[src/rtl/if_fetch_pkg.sv]
// Shared definitions for the instruction-fetch stage: fetch FSM encodings,
// the NOP used as the idle instruction, and the enable levels used across
// the codebase.
package if_fetch_pkg;

  // addi x0, x0, 0
  localparam logic [31:0] NOP_INST     = 32'h00000013;

  localparam logic        RST_ENABLE   = 1'b1;
  localparam logic        READ_ENABLE  = 1'b1;
  localparam logic        READ_DISABLE = 1'b0;

  // Number of byte beats that make up one instruction.
  localparam logic [2:0]  INST_BYTES   = 3'd4;

  typedef enum logic {
    IF_FETCH = 1'b0,  // issuing and collecting bytes
    IF_HOLD  = 1'b1   // instruction valid, waiting for decode
  } fetch_state_e;

  // Saturation is never needed: callers only step counters below INST_BYTES.
  function automatic logic [2:0] cnt_inc(input logic [2:0] cnt);
    return cnt + 3'd1;
  endfunction

endpackage

[src/rtl/if_fetch_if.sv]
// Signal bundle between the fetch stage and its neighbours: the byte-wide
// memory arbiter port, the execute-stage redirect and the decode handshake.
interface if_fetch_if #(
  parameter int ADDR_WIDTH = 32
) ();

  logic                  mem_req_out;
  logic [ADDR_WIDTH-1:0] mem_addr_out;
  logic                  mem_grant_in;
  logic [7:0]            mem_data_in;
  logic                  redirect_in;
  logic [ADDR_WIDTH-1:0] redirect_pc_in;
  logic                  id_ready_in;
  logic                  inst_valid_out;
  logic [31:0]           inst_out;
  logic [ADDR_WIDTH-1:0] pc_out;

  // Fetch stage side.
  modport master (
    output mem_req_out, mem_addr_out, inst_valid_out, inst_out, pc_out,
    input  mem_grant_in, mem_data_in, redirect_in, redirect_pc_in, id_ready_in
  );

  // Environment side (arbiter, execute, decode).
  modport slave (
    input  mem_req_out, mem_addr_out, inst_valid_out, inst_out, pc_out,
    output mem_grant_in, mem_data_in, redirect_in, redirect_pc_in, id_ready_in
  );

endinterface

[src/rtl/if_fetch.sv]
// Instruction-fetch stage. Reads a 32-bit instruction as four little-endian
// bytes through a pipelined byte port, presents it to decode with a
// valid/ready handshake and honours PC redirects from execute at any time.
module if_fetch
  import if_fetch_pkg::*;
#(
  parameter int                    ADDR_WIDTH = 32,
  parameter logic [ADDR_WIDTH-1:0] RESET_PC   = '0
) (
  input  logic        clk_in,
  input  logic        rst_in,
  if_fetch_if.master  fetch_bus
);

  fetch_state_e          r_state;
  logic [2:0]            r_issue_cnt;
  logic [2:0]            r_recv_cnt;
  logic                  r_pending;
  logic [ADDR_WIDTH-1:0] r_fetch_pc;
  logic                  r_valid;
  logic [31:0]           r_inst;
  logic [ADDR_WIDTH-1:0] r_pc;

  logic                  w_mem_req;
  logic                  w_grant;
  logic                  w_recv;
  logic                  w_done;
  logic [31:0]           w_word;

  // Request/receive qualifiers. A redirect suppresses the request in its own
  // cycle and kills the byte returning in it.
  always_comb begin
    w_mem_req = (r_state == IF_FETCH) && (r_issue_cnt < INST_BYTES) &&
                !fetch_bus.redirect_in;
    w_grant   = w_mem_req && fetch_bus.mem_grant_in;
    w_recv    = r_pending && !fetch_bus.redirect_in;
    w_done    = w_recv && (r_recv_cnt == INST_BYTES - 3'd1);
  end

  // Lower three byte lanes are captured as they arrive; the top byte is taken
  // straight from the port on the completing edge, so it needs no register.
  for (genvar gi = 0; gi < 3; gi++) begin : g_lane
    logic [7:0] r_byte;

    // Capture byte gi of the instruction when it returns.
    always_ff @(posedge clk_in) begin
      if (rst_in == RST_ENABLE) begin
        r_byte <= 8'h00;
      end else if (w_recv && (r_recv_cnt == 3'(gi))) begin
        r_byte <= fetch_bus.mem_data_in;
      end
    end
  end

  assign w_word = {fetch_bus.mem_data_in, g_lane[2].r_byte,
                   g_lane[1].r_byte, g_lane[0].r_byte};

  // Fetch FSM: issue/collect bytes, hold for decode, redirect overrides all.
  always_ff @(posedge clk_in) begin
    if (rst_in == RST_ENABLE) begin
      r_state     <= IF_FETCH;
      r_issue_cnt <= 3'd0;
      r_recv_cnt  <= 3'd0;
      r_pending   <= 1'b0;
      r_fetch_pc  <= RESET_PC;
      r_valid     <= 1'b0;
      r_inst      <= NOP_INST;
      r_pc        <= RESET_PC;
    end else if (fetch_bus.redirect_in) begin
      // Whatever is held or in flight is wrong-path; inst/pc keep their values.
      r_state     <= IF_FETCH;
      r_issue_cnt <= 3'd0;
      r_recv_cnt  <= 3'd0;
      r_pending   <= 1'b0;
      r_fetch_pc  <= fetch_bus.redirect_pc_in;
      r_valid     <= 1'b0;
    end else begin
      r_pending <= w_grant;
      case (r_state)
        IF_FETCH: begin
          if (w_done) begin
            r_inst      <= w_word;
            r_pc        <= r_fetch_pc;
            r_valid     <= 1'b1;
            r_state     <= IF_HOLD;
            r_issue_cnt <= 3'd0;
            r_recv_cnt  <= 3'd0;
          end else begin
            // Issue and receive proceed independently so bytes pipeline.
            if (w_grant) begin
              r_issue_cnt <= cnt_inc(r_issue_cnt);
            end
            if (w_recv) begin
              r_recv_cnt <= cnt_inc(r_recv_cnt);
            end
          end
        end
        IF_HOLD: begin
          if (r_valid && fetch_bus.id_ready_in) begin
            r_valid    <= 1'b0;
            r_fetch_pc <= r_fetch_pc + ADDR_WIDTH'(4);
            r_state    <= IF_FETCH;
          end
        end
        default: r_state <= IF_FETCH;
      endcase
    end
  end

  assign fetch_bus.mem_req_out    = w_mem_req ? READ_ENABLE : READ_DISABLE;
  assign fetch_bus.mem_addr_out   = r_fetch_pc + ADDR_WIDTH'(r_issue_cnt);
  assign fetch_bus.inst_valid_out = r_valid;
  assign fetch_bus.inst_out       = r_inst;
  assign fetch_bus.pc_out         = r_pc;

endmodule

[src/flat_wrapper.sv]
// flat-port wrapper written by rule: the top's interface ports become plain ports
module if_fetch_flat import if_fetch_pkg::*;
#(
  parameter int                    ADDR_WIDTH = 32,
  parameter logic [ADDR_WIDTH-1:0] RESET_PC   = '0
)
  (clk_in, rst_in, fetch_bus_mem_req_out, fetch_bus_mem_addr_out, fetch_bus_inst_valid_out, fetch_bus_inst_out, fetch_bus_pc_out, fetch_bus_mem_grant_in, fetch_bus_mem_data_in, fetch_bus_redirect_in, fetch_bus_redirect_pc_in, fetch_bus_id_ready_in);
  if_fetch_if #(.ADDR_WIDTH(ADDR_WIDTH)) fetch_bus_i ();
  input  logic clk_in;
  input  logic rst_in;
  output wire logic [$bits(fetch_bus_i.mem_req_out)-1:0] fetch_bus_mem_req_out;
  output wire logic [$bits(fetch_bus_i.mem_addr_out)-1:0] fetch_bus_mem_addr_out;
  output wire logic [$bits(fetch_bus_i.inst_valid_out)-1:0] fetch_bus_inst_valid_out;
  output wire logic [$bits(fetch_bus_i.inst_out)-1:0] fetch_bus_inst_out;
  output wire logic [$bits(fetch_bus_i.pc_out)-1:0] fetch_bus_pc_out;
  input wire logic [$bits(fetch_bus_i.mem_grant_in)-1:0] fetch_bus_mem_grant_in;
  input wire logic [$bits(fetch_bus_i.mem_data_in)-1:0] fetch_bus_mem_data_in;
  input wire logic [$bits(fetch_bus_i.redirect_in)-1:0] fetch_bus_redirect_in;
  input wire logic [$bits(fetch_bus_i.redirect_pc_in)-1:0] fetch_bus_redirect_pc_in;
  input wire logic [$bits(fetch_bus_i.id_ready_in)-1:0] fetch_bus_id_ready_in;
  assign fetch_bus_mem_req_out = fetch_bus_i.mem_req_out;
  assign fetch_bus_mem_addr_out = fetch_bus_i.mem_addr_out;
  assign fetch_bus_inst_valid_out = fetch_bus_i.inst_valid_out;
  assign fetch_bus_inst_out = fetch_bus_i.inst_out;
  assign fetch_bus_pc_out = fetch_bus_i.pc_out;
  assign fetch_bus_i.mem_grant_in = fetch_bus_mem_grant_in;
  assign fetch_bus_i.mem_data_in = fetch_bus_mem_data_in;
  assign fetch_bus_i.redirect_in = fetch_bus_redirect_in;
  assign fetch_bus_i.redirect_pc_in = fetch_bus_redirect_pc_in;
  assign fetch_bus_i.id_ready_in = fetch_bus_id_ready_in;
  if_fetch #(.ADDR_WIDTH(ADDR_WIDTH), .RESET_PC(RESET_PC)) u_core (.clk_in(clk_in), .rst_in(rst_in), .fetch_bus(fetch_bus_i));
endmodule
[config.mk]
export PLATFORM = sky130hd
export DESIGN_NAME = if_fetch_flat
export DESIGN_NICKNAME = d
export VERILOG_FILES = /design/src/rtl/if_fetch_pkg.sv /design/src/rtl/if_fetch_if.sv /design/src/rtl/if_fetch.sv /design/src/flat_wrapper.sv
export SDC_FILE = /design/constraint.sdc
export NUM_CORES = 1
export LEC_CHECK = 0
export ABC_AREA = 1
export ABC_CLOCK_PERIOD_IN_PS = 3200
export CAP_MARGIN = 0
export CORE_ASPECT_RATIO = 2
export CORE_MARGIN = 3
export CORE_UTILIZATION = 30
export DETAILED_ROUTE_END_ITERATION = 7
export GPL_TIMING_DRIVEN = 0
export MAX_ROUTING_LAYER = met4
export PLACE_DENSITY_LB_ADDON = 0.2
export SLEW_MARGIN = 5
export SYNTH_ARGS = -nofsm -noshare
export SYNTH_HDL_FRONTEND = slang
export SYNTH_SLANG_ARGS = --single-unit
export TNS_END_PERCENT = 30
[constraint.sdc]
create_clock -name clk_in -period 3.2 [get_ports clk_in]
set_input_delay 0.96 -clock clk_in [delete_from_list [all_inputs] [get_ports clk_in]]
set_output_delay 0.96 -clock clk_in [all_outputs]
set_load 0.01 [all_outputs]
==> results.ini <==
[yosys]
yosys.area.top_type_share_pct=41.7
ys_types=36
ys_seq_area_share_pct=41.7
avgSynthCellArea_um2=6.99
synthCells=886
ys.flop_type=dfxtp_1
ys_top_cells_by_area=dfxtp_1 42%, nor2_1 12%, nand2_1 9.2%
yosysWarnings=0
synth_nets=941
yosys.area_share.simple_pct=31.2
synthAdderAreaFrac_pct=2.14
synth_mux_area_share_pct=0
async_flop_share_pct=0
synth_compound_area_share_pct=13.6
synth_top_family_by_area=simple AND/OR/NAND/NOR gates
synth_xor_area_share_pct=4.24
yosysTopAreaCell=dfxtp_1
synth_edf_count=0
syn_area_um2=6190
ys_ff_latch=129

[sta]
min_period_ns=3.17
setup_viol=0
tns_ns=0
min_period_over_period_pct=99.1
max_freq_mhz=315
tightest_slew_ns=0.741
grt_setup_unrepaired=yes
relSlewSlack_pct=50.6
drv_slew=0
finalHoldViolCount=0
fin_skew_ns=0.00819

[die]
die_w_um=108
core_um2=20100
io_pins=143
num_rows=73
die_h_um=209
die-area_um2=22500
initial_core_util_pct=30.8

[worst_setup_path]
reg2reg_slack_ns=1.32
required_ns=2.24
rr_worst_depth=10
crit_type=reg -> out
critPathMostFrequentCell=nand2_1
crit_fanout=5
crit_arrival_ns=2.21
cpPeakStageDelay_ns=0.40
path_delay_family=adder cells
worst-path-buf-inv=1
cp_slowest_cell=fa_2
critPathLaunchType=register
path_cells=ha_4 -> fa_2 -> nand2_1 -> nand2_1 -> nand2_2 -> nor2_4 -> nand3_1 -> xor2_2 -> clkdlybuf4s15_2
r2r-end=u_core.r_fetch_pc[30]$_SDFFE_PP0P_
cp-end-kind=output pin
timing.rr.start=u_core.r_fetch_pc[2]$_SDFFE_PP0P_

[clocking]
cts_tree=done
clkSinkCount=129
clkLatencyLatePin_ns=0.43
clockBufferDepth=2
cts.reportedPaths.clkPinSlew_ns=0.06
cts_root_buf=clkbuf_16
cts.htree.levels=4
cts_buffers=17

[detailed_routing]
drt-initial-drc-count=177
viasPerCell=4.79
num_vias=6344
drc=0
antenna_left=0
post_drt_wl_per_cell_um=17.7
drt_wl_total_um=23400
drt_first_pass_iters=4

[power_and_ir_drop]
power_density_nw_per_um2=461
peakVddDrop_mv=0.348
power_uw=4000
p_leak_uw=0.00352

[grt]
grt_use_met1_pct=20.5
grt_pass1_wl_um=35900
grtUsageMet2_pct=40.1
overflow=0
grt-busiest-layer=met2
track_usage_pct=21.8
use_met3_pct=4.14
grt_pass1_vias=6455
antenna_found_initial=0
grt_max_degree=17

[worst_hold_path]
hold_start=u_core.fetch_bus.inst_out[4]$_SDFFE_PP1P_
worstHoldPathCells=2
hold_class=reg -> reg
worstHoldEndpoint=u_core.fetch_bus.inst_out[4]$_SDFFE_PP1P_

[placement]
numPortBuffers=141
gp_congestion=0.935
placed_cell_area_um2=7930
detailed_place_hpwl_um=18500

[final_layout]
fillCellCount=2130
synthToLayoutAreaGrowth_pct=40.1
drive_above_1_share_pct=13.0
num-nets-final=1105
diodes=0
final_area_um2=8680

[outcome]
status=completed

[job]
maxCapViolCount=0

==> cell type report <==
cell class / count / area (µm²) / area share, %
Clock buffer: 19 / 443 / 5.10
Sequential cell: 129 / 2600 / 30.0
Clock inverter: 13 / 153 / 1.76
Timing Repair Buffer: 145 / 1360 / 15.6
Inverter: 61 / 229 / 2.64
Multi-Input combinational cell: 657 / 3350 / 38.6
Buffer: 39 / 218 / 2.51
Tap cell: 262 / 328 / 3.78
==> report_power, final <==
group          leakage [µW]  total, µW  switching [µW]  internal [µW]
Combinational       0.00218        339             200            139
Clock              0.000286       1980             798           1180
Sequential          0.00105       1680            43.7           1640
==> cells in the final DEF, fill, tap and decap left out, types with 3 or more instances in the layout <==
cell,instances
nand3_4,4
dfxtp_1,116
clkinv_4,4
o21ai_1,14
xor2_1,24
nor3_1,3
nand2_1,146
o21ai_0,79
clkbuf_2,7
inv_2,5
a21oi_1,52
nor2_1,197
dfxtp_2,11
buf_6,5
clkbuf_16,17
buf_4,9
dlygate4sd2_1,10
a31oi_1,4
nand2_2,6
clkbuf_1,18
nand3_1,57
nand4_1,11
xor2_2,4
inv_1,55
buf_2,18
nor2_4,6
o211ai_1,7
inv_6,3
nor2_2,16
dlymetal6s2s_1,3
nand2_4,3
clkdlybuf4s50_1,111
ha_1,7
==> routing by layer <==
layer / share of wire (%) / wire [µm] / vias to the layer above
met1: 34 / 8020 / 2906
met2: 55 / 12900 / 176
li1: - / - / 3202
met5: 0 / 0 / -
met4: 6.0 / 1410 / 0
met3: 4.8 / 1130 / 60
==> synth_stat cells (2+ instances only) <==
cell type  instances
xnor2_1            2
o21ai_0           79
clkbuf_1          17
nor3_1             5
o21ai_1           14
inv_1             56
nand2_2            2
ha_1               9
o211ai_1           7
nor2_2            14
xor2_1            28
dfxtp_1          129
nor2_1           204
a21oi_1           52
a31oi_1            4
nand3_1           61
nand2_1          151
nand4_1           11
nand2_4            2
buf_2             10
buf_6              5
inv_2              4
buf_4              5
and2_1             2
buf_1              2
==> worst register-to-register path, cell delays in order (launching register included) <==
cell and delay, ns:
dfxtp_4 0.40, ha_1 0.24, inv_1 0.08, nor2_1 0.29, nand2_1 0.18, nor2_1 0.23, nand2_1 0.08, nand2_1 0.06
nand3_1 0.06, nand2_1 0.09, a21oi_1 0.05
==> metrics by stage <==
stage	cells	setup WS, ns	hold slack (ns)	util, %
6_report	1325	0.0277	0.453	43.2
5_1_grt	1325	-0.0815	0.484	43.2
4_1_cts	1321	-0.161	0.459	43.1
3_5_place_dp	1289	-0.277	0.445	39.5
3_3_place_gp	1289	-0.288	0.437	39.5
2_1_floorplan	886	0.484	0.443	-
==> how the worst max path moves through the flow <==
| stage | startpoint | to | depth (start not counted) |
|---|---|---|---|
| floorplan | u_core.r_issue_cnt[0]$_SDFFE_PP0P_ | fetch_bus_mem_addr_out[30] | 10 |
| global placement | u_core.r_fetch_pc[2]$_SDFFE_PP0P_ | fetch_bus_mem_addr_out[21] | 10 |
| detailed placement | u_core.r_fetch_pc[2]$_SDFFE_PP0P_ | fetch_bus_mem_addr_out[21] | 10 |
| CTS | fetch_bus_redirect_in | fetch_bus_mem_req_out | 3 |
| global route | u_core.r_issue_cnt[0]$_SDFFE_PP0P_ | fetch_bus_mem_addr_out[16] | 9 |
| finish | u_core.r_issue_cnt[0]$_SDFFE_PP0P_ | fetch_bus_mem_addr_out[16] | 9 |
==> cells by family after synthesis <==
kind of cell               after synthesis
DFF                                    129
xor gates and xnor gates                30
AOI/OAI and AO/OA                      160
adders and majority gates               10
and+or+nand+nor                        457
buffers and inverters                  100
==> registers in the layout, summed over array words and instances, names as in the netlist <==
signal and cells:
u_core.g_lane.r_byte 24, u_core.fetch_bus.inst_out 32, u_core.fetch_bus.pc_out 32, u_core.r_issue_cnt 3, u_core.r_pending 1, u_core.r_fetch_pc 32, u_core.r_state 1, u_core.fetch_bus.inst_valid_out 1
u_core.r_recv_cnt 3
==> repair_timing <==
action                     in CTS  in global routing
resized for setup              96                 32
setup buffers                   0                  4
hold buffers                    0                  0
setup endpoints to repair      31                 17
pin swaps                       2                  6
cloned                          0                  0
(Power assumes the default switching activity.)
